[config.mk]
export PLATFORM = sky130hd
export DESIGN_NAME = muldiv_unit
export DESIGN_NICKNAME = d
export VERILOG_FILES = /design/src/rtl/signals.sv /design/src/rtl/muldiv_unit_serial_divider.sv /design/src/rtl/muldiv_unit.sv
export SDC_FILE = /design/constraint.sdc
export NUM_CORES = 2
export LEC_CHECK = 0
export CAP_MARGIN = 20
export CORE_MARGIN = 3
export CORE_UTILIZATION = 45
export DETAILED_ROUTE_END_ITERATION = 8
export GPL_ROUTABILITY_DRIVEN = 0
export GPL_TIMING_DRIVEN = 1
export REMOVE_ABC_BUFFERS = 1
export SYNTH_ARGS = -nofsm -noshare
export SYNTH_HDL_FRONTEND = slang
export SYNTH_SLANG_ARGS = --single-unit
[constraint.sdc]
create_clock -name clk -period 12.6 [get_ports clk]
set_input_delay 2.52 -clock clk [delete_from_list [all_inputs] [get_ports clk]]
set_output_delay 2.52 -clock clk [all_outputs]
set_load 0.005 [all_outputs]
[src/rtl/signals.sv]
// Shared types for the execute-stage HI/LO unit: operation codes, FSM states
// and the behavioural multiply/accumulate helper.
package signals;

  typedef enum logic [2:0] {
    OP_MULT, OP_MULTU, OP_MADD, OP_MADDU, OP_MSUB, OP_MSUBU, OP_DIV, OP_DIVU
  } muldiv_op_t;

  typedef enum logic [2:0] {
    ST_IDLE, ST_MUL, ST_DIV, ST_FIX, ST_DONE
  } muldiv_state_t;

  localparam int unsigned DIV_STEPS = 32;

  function automatic logic is_div(input muldiv_op_t op);
    return op inside {OP_DIV, OP_DIVU};
  endfunction

  // Sign- or zero-extending to 64 bits makes one truncated multiply serve both flavours.
  function automatic logic [63:0] mul_result(input muldiv_op_t op, input logic [31:0] rs,
                                             input logic [31:0] rt, input logic [31:0] hi,
                                             input logic [31:0] lo);
    logic        sgn;
    logic [63:0] a;
    logic [63:0] b;
    logic [63:0] p;
    sgn = op inside {OP_MULT, OP_MADD, OP_MSUB};
    a   = {{32{sgn & rs[31]}}, rs};
    b   = {{32{sgn & rt[31]}}, rt};
    p   = a * b;
    case (op)
      OP_MADD, OP_MADDU: return {hi, lo} + p;
      OP_MSUB, OP_MSUBU: return {hi, lo} - p;
      default:           return p;
    endcase
  endfunction

endpackage

[src/rtl/muldiv_unit_serial_divider.sv]
// Unsigned restoring divider core: one quotient bit per step, MSB first.
// After DIV_STEPS steps following a load, quotient/remainder are final.
module serial_divider (
  input  logic        clk,
  input  logic        load,
  input  logic        step,
  input  logic [31:0] dividend,
  input  logic [31:0] divisor,
  output logic [31:0] quotient,
  output logic [31:0] remainder
);

  logic [31:0] quo_q;
  logic [31:0] rem_q;
  logic [31:0] dvs_q;
  logic [32:0] trial;
  logic        fits;

  assign trial     = {rem_q, quo_q[31]};
  assign fits      = trial >= {1'b0, dvs_q};
  assign quotient  = quo_q;
  assign remainder = rem_q;

  // NOTE: pure datapath registers are left unreset; load always initialises them before use.
  always_ff @(posedge clk) begin
    if (load) begin
      quo_q <= dividend;
      rem_q <= '0;
      dvs_q <= divisor;
    end else if (step) begin
      rem_q <= fits ? 32'(trial - {1'b0, dvs_q}) : trial[31:0];
      quo_q <= {quo_q[30:0], fits};
    end
  end

endmodule

[src/rtl/muldiv_unit.sv]
// Multi-cycle HI/LO multiply/divide unit with bubble/nullify-aware start and
// registered busy/done/result outputs.
module muldiv_unit
  import signals::*;
#(
  parameter int MUL_LAT = 2
) (
  input  logic        clk,
  input  logic        reset,
  input  logic        start,
  input  muldiv_op_t  op,
  input  logic [31:0] rs,
  input  logic [31:0] rt,
  input  logic [31:0] hi_in,
  input  logic [31:0] lo_in,
  input  logic        bubble,
  input  logic        nullify,
  output logic        busy,
  output logic        done,
  output logic [31:0] hi_out,
  output logic [31:0] lo_out
);

  localparam int MCW = (MUL_LAT > 1) ? $clog2(MUL_LAT) : 1;

  muldiv_state_t state, state_nxt;
  logic          accept;
  logic          load;
  logic          step;
  logic          mul_last;
  logic          div_last;
  muldiv_op_t    op_q;
  logic [31:0]   rs_q;
  logic [31:0]   rt_q;
  logic [MCW-1:0] mul_cnt;
  logic [4:0]    div_cnt;
  logic [63:0]   mul_pipe [MUL_LAT];
  logic [31:0]   abs_rs;
  logic [31:0]   abs_rt;
  logic [31:0]   quotient;
  logic [31:0]   remainder;
  logic [31:0]   fix_hi;
  logic [31:0]   fix_lo;

  assign abs_rs   = (op == OP_DIV && rs[31]) ? -rs : rs;
  assign abs_rt   = (op == OP_DIV && rt[31]) ? -rt : rt;
  assign mul_last = mul_cnt == MCW'(MUL_LAT - 1);
  assign div_last = div_cnt == 5'(DIV_STEPS - 1);
  assign load     = accept & is_div(op);
  assign busy     = state inside {ST_MUL, ST_DIV, ST_FIX};
  assign done     = state == ST_DONE;

  // NOTE: every always_comb output gets a default first so no path can infer a latch.
  always_comb begin
    state_nxt = state;
    accept    = 1'b0;
    step      = 1'b0;
    case (state)
      ST_IDLE, ST_DONE: begin
        state_nxt = ST_IDLE;
        if (start && !bubble && !nullify) begin
          accept    = 1'b1;
          state_nxt = is_div(op) ? ST_DIV : ST_MUL;
        end
      end
      ST_MUL: begin
        if (nullify)       state_nxt = ST_IDLE;
        else if (mul_last) state_nxt = ST_DONE;
      end
      ST_DIV: begin
        step = 1'b1;
        if (nullify)       state_nxt = ST_IDLE;
        else if (div_last) state_nxt = ST_FIX;
      end
      ST_FIX:  state_nxt = nullify ? ST_IDLE : ST_DONE;
      default: state_nxt = ST_IDLE;
    endcase
  end

  // NOTE: sequential state uses non-blocking assignments so all registers see pre-edge values.
  always_ff @(posedge clk) begin
    if (!reset) state <= ST_IDLE;
    else        state <= state_nxt;
  end

  always_ff @(posedge clk) begin
    if (!reset) begin
      hi_out <= '0;
      lo_out <= '0;
    end else if (state_nxt == ST_DONE && state != ST_DONE) begin
      if (state == ST_MUL) {hi_out, lo_out} <= mul_pipe[MUL_LAT-1];
      else                 {hi_out, lo_out} <= {fix_hi, fix_lo};
    end
  end

  always_ff @(posedge clk) begin
    if (accept) begin
      op_q        <= op;
      rs_q        <= rs;
      rt_q        <= rt;
      mul_cnt     <= '0;
      div_cnt     <= '0;
      mul_pipe[0] <= mul_result(op, rs, rt, hi_in, lo_in);
    end else begin
      mul_cnt <= mul_cnt + 1'b1;
      div_cnt <= div_cnt + 1'b1;
    end
    for (int i = 1; i < MUL_LAT; i++) mul_pipe[i] <= mul_pipe[i-1];
  end

  // Sign restoration plus the divide-by-zero and 0x80000000/-1 special cases.
  always_comb begin
    fix_hi = remainder;
    fix_lo = quotient;
    if (rt_q == '0) begin
      fix_lo = '1;
      fix_hi = rs_q;
    end else if (op_q == OP_DIV) begin
      if (rs_q == 32'h8000_0000 && rt_q == '1) begin
        fix_lo = 32'h8000_0000;
        fix_hi = '0;
      end else begin
        if (rs_q[31] ^ rt_q[31]) fix_lo = -quotient;
        if (rs_q[31])            fix_hi = -remainder;
      end
    end
  end

  serial_divider u_div (
    .clk      (clk),
    .load     (load),
    .step     (step),
    .dividend (abs_rs),
    .divisor  (abs_rt),
    .quotient (quotient),
    .remainder(remainder)
  );

endmodule
# After elaboration in Yosys (flattened, before gate mapping)
# Memory sizes are Yosys's and may differ from the RTL's.
# Index checks and enable logic that the tools add are counted.
# Widths: inputs -> output; s select.
dict set report word_totals {
  regBits 236
  latchBits 0
  ram_bits 128
  rom_bits 0
  inputBits 136
  output_inout_bits 66
  word_cells 91
  memories 1
}
# memory words word_bits rd rd_ports_with_merged_regs wr line
set mem_list {}
lappend mem_list {mul_pipe 2 64 2 0 2 muldiv_unit.sv:37} ;# logic [63:0] mul_pipe [MUL_LAT];
dict set report classes {
  addsub 9
  multipliers 1
  n_div 0
  n_lt_le_gt_ge 1
  eq_ne 16
  shifts 0
  mux 30
  bitwise 4
  n_reduce_logical 18
}
# operator n
set op_table {}
lappend op_table {{$mux 32} 15}
lappend op_table {{$neg 32->32} 4}
lappend op_table {{$pmux 64 s2} 1}
lappend op_table {{$add 64x64->64} 1}
lappend op_table {{$eq 32x32->1 const B} 2}
lappend op_table {{$mul 33x33->64} 1}
lappend op_table {{$mux 64} 1}
lappend op_table {{$sub 64x64->64} 1}
lappend op_table {{$ge 33x32->1} 1}
lappend op_table {{$logic_not 32->1} 1}
lappend op_table {{$sub 32x32->32} 1}
lappend op_table {{$eq 3x3->1 const B} 7}
lappend op_table {{$mux 3} 5}
lappend op_table {{$eq 3x2->1 const B} 4}
lappend op_table {{$pmux 3 s4} 1}
lappend op_table {{$logic_and 1x1->1} 6}
lappend op_table {{$logic_not 3->1} 2}
lappend op_table {{$reduce_bool 3->1} 2}
lappend op_table {{$reduce_or 2->1} 3}
lappend op_table {{$add 5x1->5 const B} 1}
lappend op_table {{$eq 5x5->1 const B} 1}
lappend op_table {{$mux 1} 5}
lappend op_table {{$mux 2} 2}
lappend op_table {{$reduce_bool 2->1} 2}
lappend op_table {{6 further kinds} 9}

# Longest topological paths before layout
dict set report depth {
  depth_word 7
  mapped_depth 47
  depth_no_buf 46
}

# Hierarchy
# Synthesis repeated with hierarchy kept, for this count alone.
dict set report hier_totals {
  cells_unflattened 6925
  hier_area_um2 61795.5
}
# module n_inst cells_each area_per_inst_um2
set by_module_without_submodules {}
lappend by_module_without_submodules {muldiv_unit 1 6367 55988.7}
lappend by_module_without_submodules {serial_divider 1 558 5806.8}

# Worst setup path before layout
# No wires, ideal clock.
dict set report synth_path {
  kind {input -> register}
  start {input rt[3]}
  end {memory mul_pipe[0][63], data pin}
  setup_ns 0.190
  arrival_time_ns 13.019
  t_required_ns 12.410
  setup_slack_ns -0.609
  path_stages 42
  n_path_buf 3
  cell_sequence {clkbuf_1 > buf_1 > nand2_1 > fa_1 > fa_1 > inv_1 > fa_1 > fa_1 > inv_1 > fa_1 > inv_1 > fa_1 > inv_1 > fa_1 > inv_1 > fa_1 > ha_1 > buf_2 > [... 6 more ...] > a22o_1 > nor3_1 > nor3b_1 > nor4b_4 > and2_1 > a21oi_1 > xnor2_1 > ha_1 > and3_1 > a221o_1 > nand3b_1 > o21a_1 > nand2_1 > o211ai_1 > a21oi_1 > xnor2_1 > mux4_2 > a2111oi_2}
}
# item line
set synth_lines {}
lappend synth_lines {{from (decl)} muldiv_unit.sv:13} ;# input logic [31:0] rt,
lappend synth_lines {{to (decl)} muldiv_unit.sv:37}

==> qor.yml <==
grt_pass1_vias: 51523
tns_ns: -0.0183
worstSkewPairLatency_ns: 0.54
placed_cells: 9113
dieArea_sq_um: 138000
syn_to_final_growth_pct: 19.6
violations: "negative setup slack"
rrSetupSlack_ns: 8.02
max_stage_delay_ns: 0.57
wl_met3_microns: 15300
synth_cells: 6699
cp_common_cell: "fa_1"
wire_per_inst_microns: 20.9
post-dp-hpwl_microns: 161000
grt_max_degree: 89
crit_arrival_ns: 12.97
critPathRequiredTime_ns: 12.95
syn_area_sq_um: 60100
period_share: 1.00
synth_area_per_cell_sq_um: 8.98
seqCellArea_sq_um: 9240
synthTopCellsByArea: "fa_1, edfxtp_1, inv_1, ha_1, nand2_1"
cp-start-kind: "input pin"
clk_pin_slew_ns: 0.06
r2r_end: "u_div.remainder[8]"
synthAdderAreaFrac: 0.441
synth-simple-area-share: 0.161
fmax_mhz: 79.3
ys_warn_count: 0
cap_violations: 0
top_layer_used: "met5"
relSlewSlack: 0.292
die_h_microns: 372
async_flop_share: 0
cts_hold_buf: 0
min_path_type: "flop to flop"
io_buffers: 201
multiInputGateArea_sq_um: 45700
worst_slack_ns: -0.0183
tightest_slew_ns: 1.06
yosys_register_bits: 364
skew_ns: 0.0292
finalSetupViolCount: 1
synth_cell_type_count: 99
wl_microns: 193000
synth_compound_area_frac: 0.0963
dieWidth_microns: 372
min_from: "mul_pipe[0][60]"
end_kind: "flop"
numCtsBuffers: 36
rsz0062_at_grt: "yes"
holdPathEnd: "mul_pipe[0][124]"
critical_path_class: "input pin to flop"
fillCellCount: 12068
grt_pass1_wl_microns: 297000
utilization: 0.544
dr.first_iter.drc_count: 3800
instances_no_fill: 9210
wl_met1_microns: 80900
synth_top_family_by_area: "adder cells"
start_util: 0.455
vias: 49252
layout-drive-gt1-share: 0.159
placementRows: 133
drt-pass1-iter-count: 6
hold_violations: 0
status: "finished with violations"
drc: 0
cpMaxStageDelayCell: "fa_2"
num_io_pins: 202
max-clock-path-buffers: 3
synth_edf_count: 195
fin_crit_ns: 12.62
grt.overflow.total: 0
yosys.area.top_type: "fa_1"
cts_sinks: 364
grt_usage: 0.279
synth.yosys.seq_area_share: 0.154
ys_top_cells_by_count: "inv_1, fa_1, nand2_1"
whs_path_depth: 0
root_buffer: "clkbuf_16"
antenna_found_initial: 15
ys.flop_type: "edfxtp_1"
synth_top_area_share: 0.375
cts_max_level: 2
startpoint: "rt[0]"
postRouteAntennaNets: 0
wl_met2_microns: 89700
nets: 9005
crit_fanout: 7
yosys.cell_count.top_type: "inv_1"
coreArea_sq_um: 132000
synthMuxAreaShare: 0.00241
yosys.area_share.xor_xnor: 0.0473
cts_tree: "yes"
r2r_start: "u_div.dvs_q[1]"
via_per_inst: 5.35
final_max_slew_viol_count: 0
reg2reg_depth: 17
==> cell usage in the layout (no fill, tap or decap), types with 37 or more instances in the layout <==
cell / count
xor2_1: 123
nor2_1: 280
and2_1: 278
buf_4: 809
ha_1: 300
a21oi_1: 271
edfxtp_1: 195
nor3_1: 105
inv_1: 1165
nor4_1: 40
nand4_1: 37
a21o_1: 83
fa_1: 1106
buf_12: 51
o21ai_0: 196
nor2b_1: 71
nand2_1: 1013
clkdlybuf4s50_1: 138
clkbuf_16: 45
dfxtp_1: 169
nand3_1: 49
xnor2_1: 200
==> worst max path at each step <==
stage	end	slack, ns	depth (start not counted)
after floorplan	mul_pipe[0][63]	-0.99	43
after global placement	mul_pipe[0][63]	-1.33	46
after detailed placement	mul_pipe[0][63]	-1.44	43
after CTS	mul_pipe[0][63]	-0.14	44
after global routing	mul_pipe[0][63]	-0.40	48
final	mul_pipe[0][63]	-0.02	42
==> final cells by class <==
class | instances | share of cell area
repair buffers | 1077 | 0.129
clock inverters | 12 | 0.00101
well taps | 1755 | 0.0305
flip-flops and latches | 364 | 0.128
multi-input cells | 4775 | 0.635
clock buffers | 54 | 0.0147
inverters | 1172 | 0.0612
diodes | 1 | 0.0000348
==> layer usage <==
metal	track usage	vias up
met1	0.381	24930
met3	0.0421	262
met4	0.0735	2
li1	-	22376
met2	0.465	1682
met5	0	-
==> kinds of logic after synthesis <==
group,count (synthesis)
flops,364
simple gates,2078
mux,13
xor+xnor,325
buf+inv,1560
compound gates,916
fa+ha+maj,1443
==> per-stage QoR <==
step,hold slack (ns),worst slack (ns),instance area [sq um]
finish,0.339,-0.0183,71900
global route,0.346,-0.403,71900
CTS,0.339,-0.140,71200
detailed placement,0.327,-1.44,69600
global placement,0.324,-1.33,69600
floorplan,0.323,-0.987,58600
==> registers in the layout (all words and copies together), names as in the netlist <==
| name | cells |
|---|---|
| rt_q | 32 |
| mul_cnt | 1 |
| u_div.quotient | 32 |
| mul_pipe | 128 |
| rs_q | 32 |
| hi_out | 32 |
| div_cnt | 5 |
| u_div.remainder | 32 |
| lo_out | 32 |
| state | 3 |
| u_div.dvs_q | 32 |
| op_q | 3 |
==> what timing repair did <==
| item | CTS | global route |
|---|---|---|
| buffers inserted | 8 | 13 |
| setup endpoints to repair | 14 | 20 |
| gates resized for setup | 93 | 179 |
| hold endpoints to repair | 0 | 0 |
| cloned | 1 | 7 |
| pin swaps | 35 | 60 |
==> critical path: cells and delay by family <==
kind | cells | cell delay, ns
AOI/OAI and AO/OA | 9 | 1.64
xor gates and xnor gates | 2 | 0.29
adders and majority gates | 10 | 4.73
buffers and inverters | 10 | 1.19
muxes | 1 | 0.55
and+or+nand+nor | 10 | 2.00
Power is not shown: default switching activity piles up to over one toggle a cycle in this logic, so the estimate is an artifact.
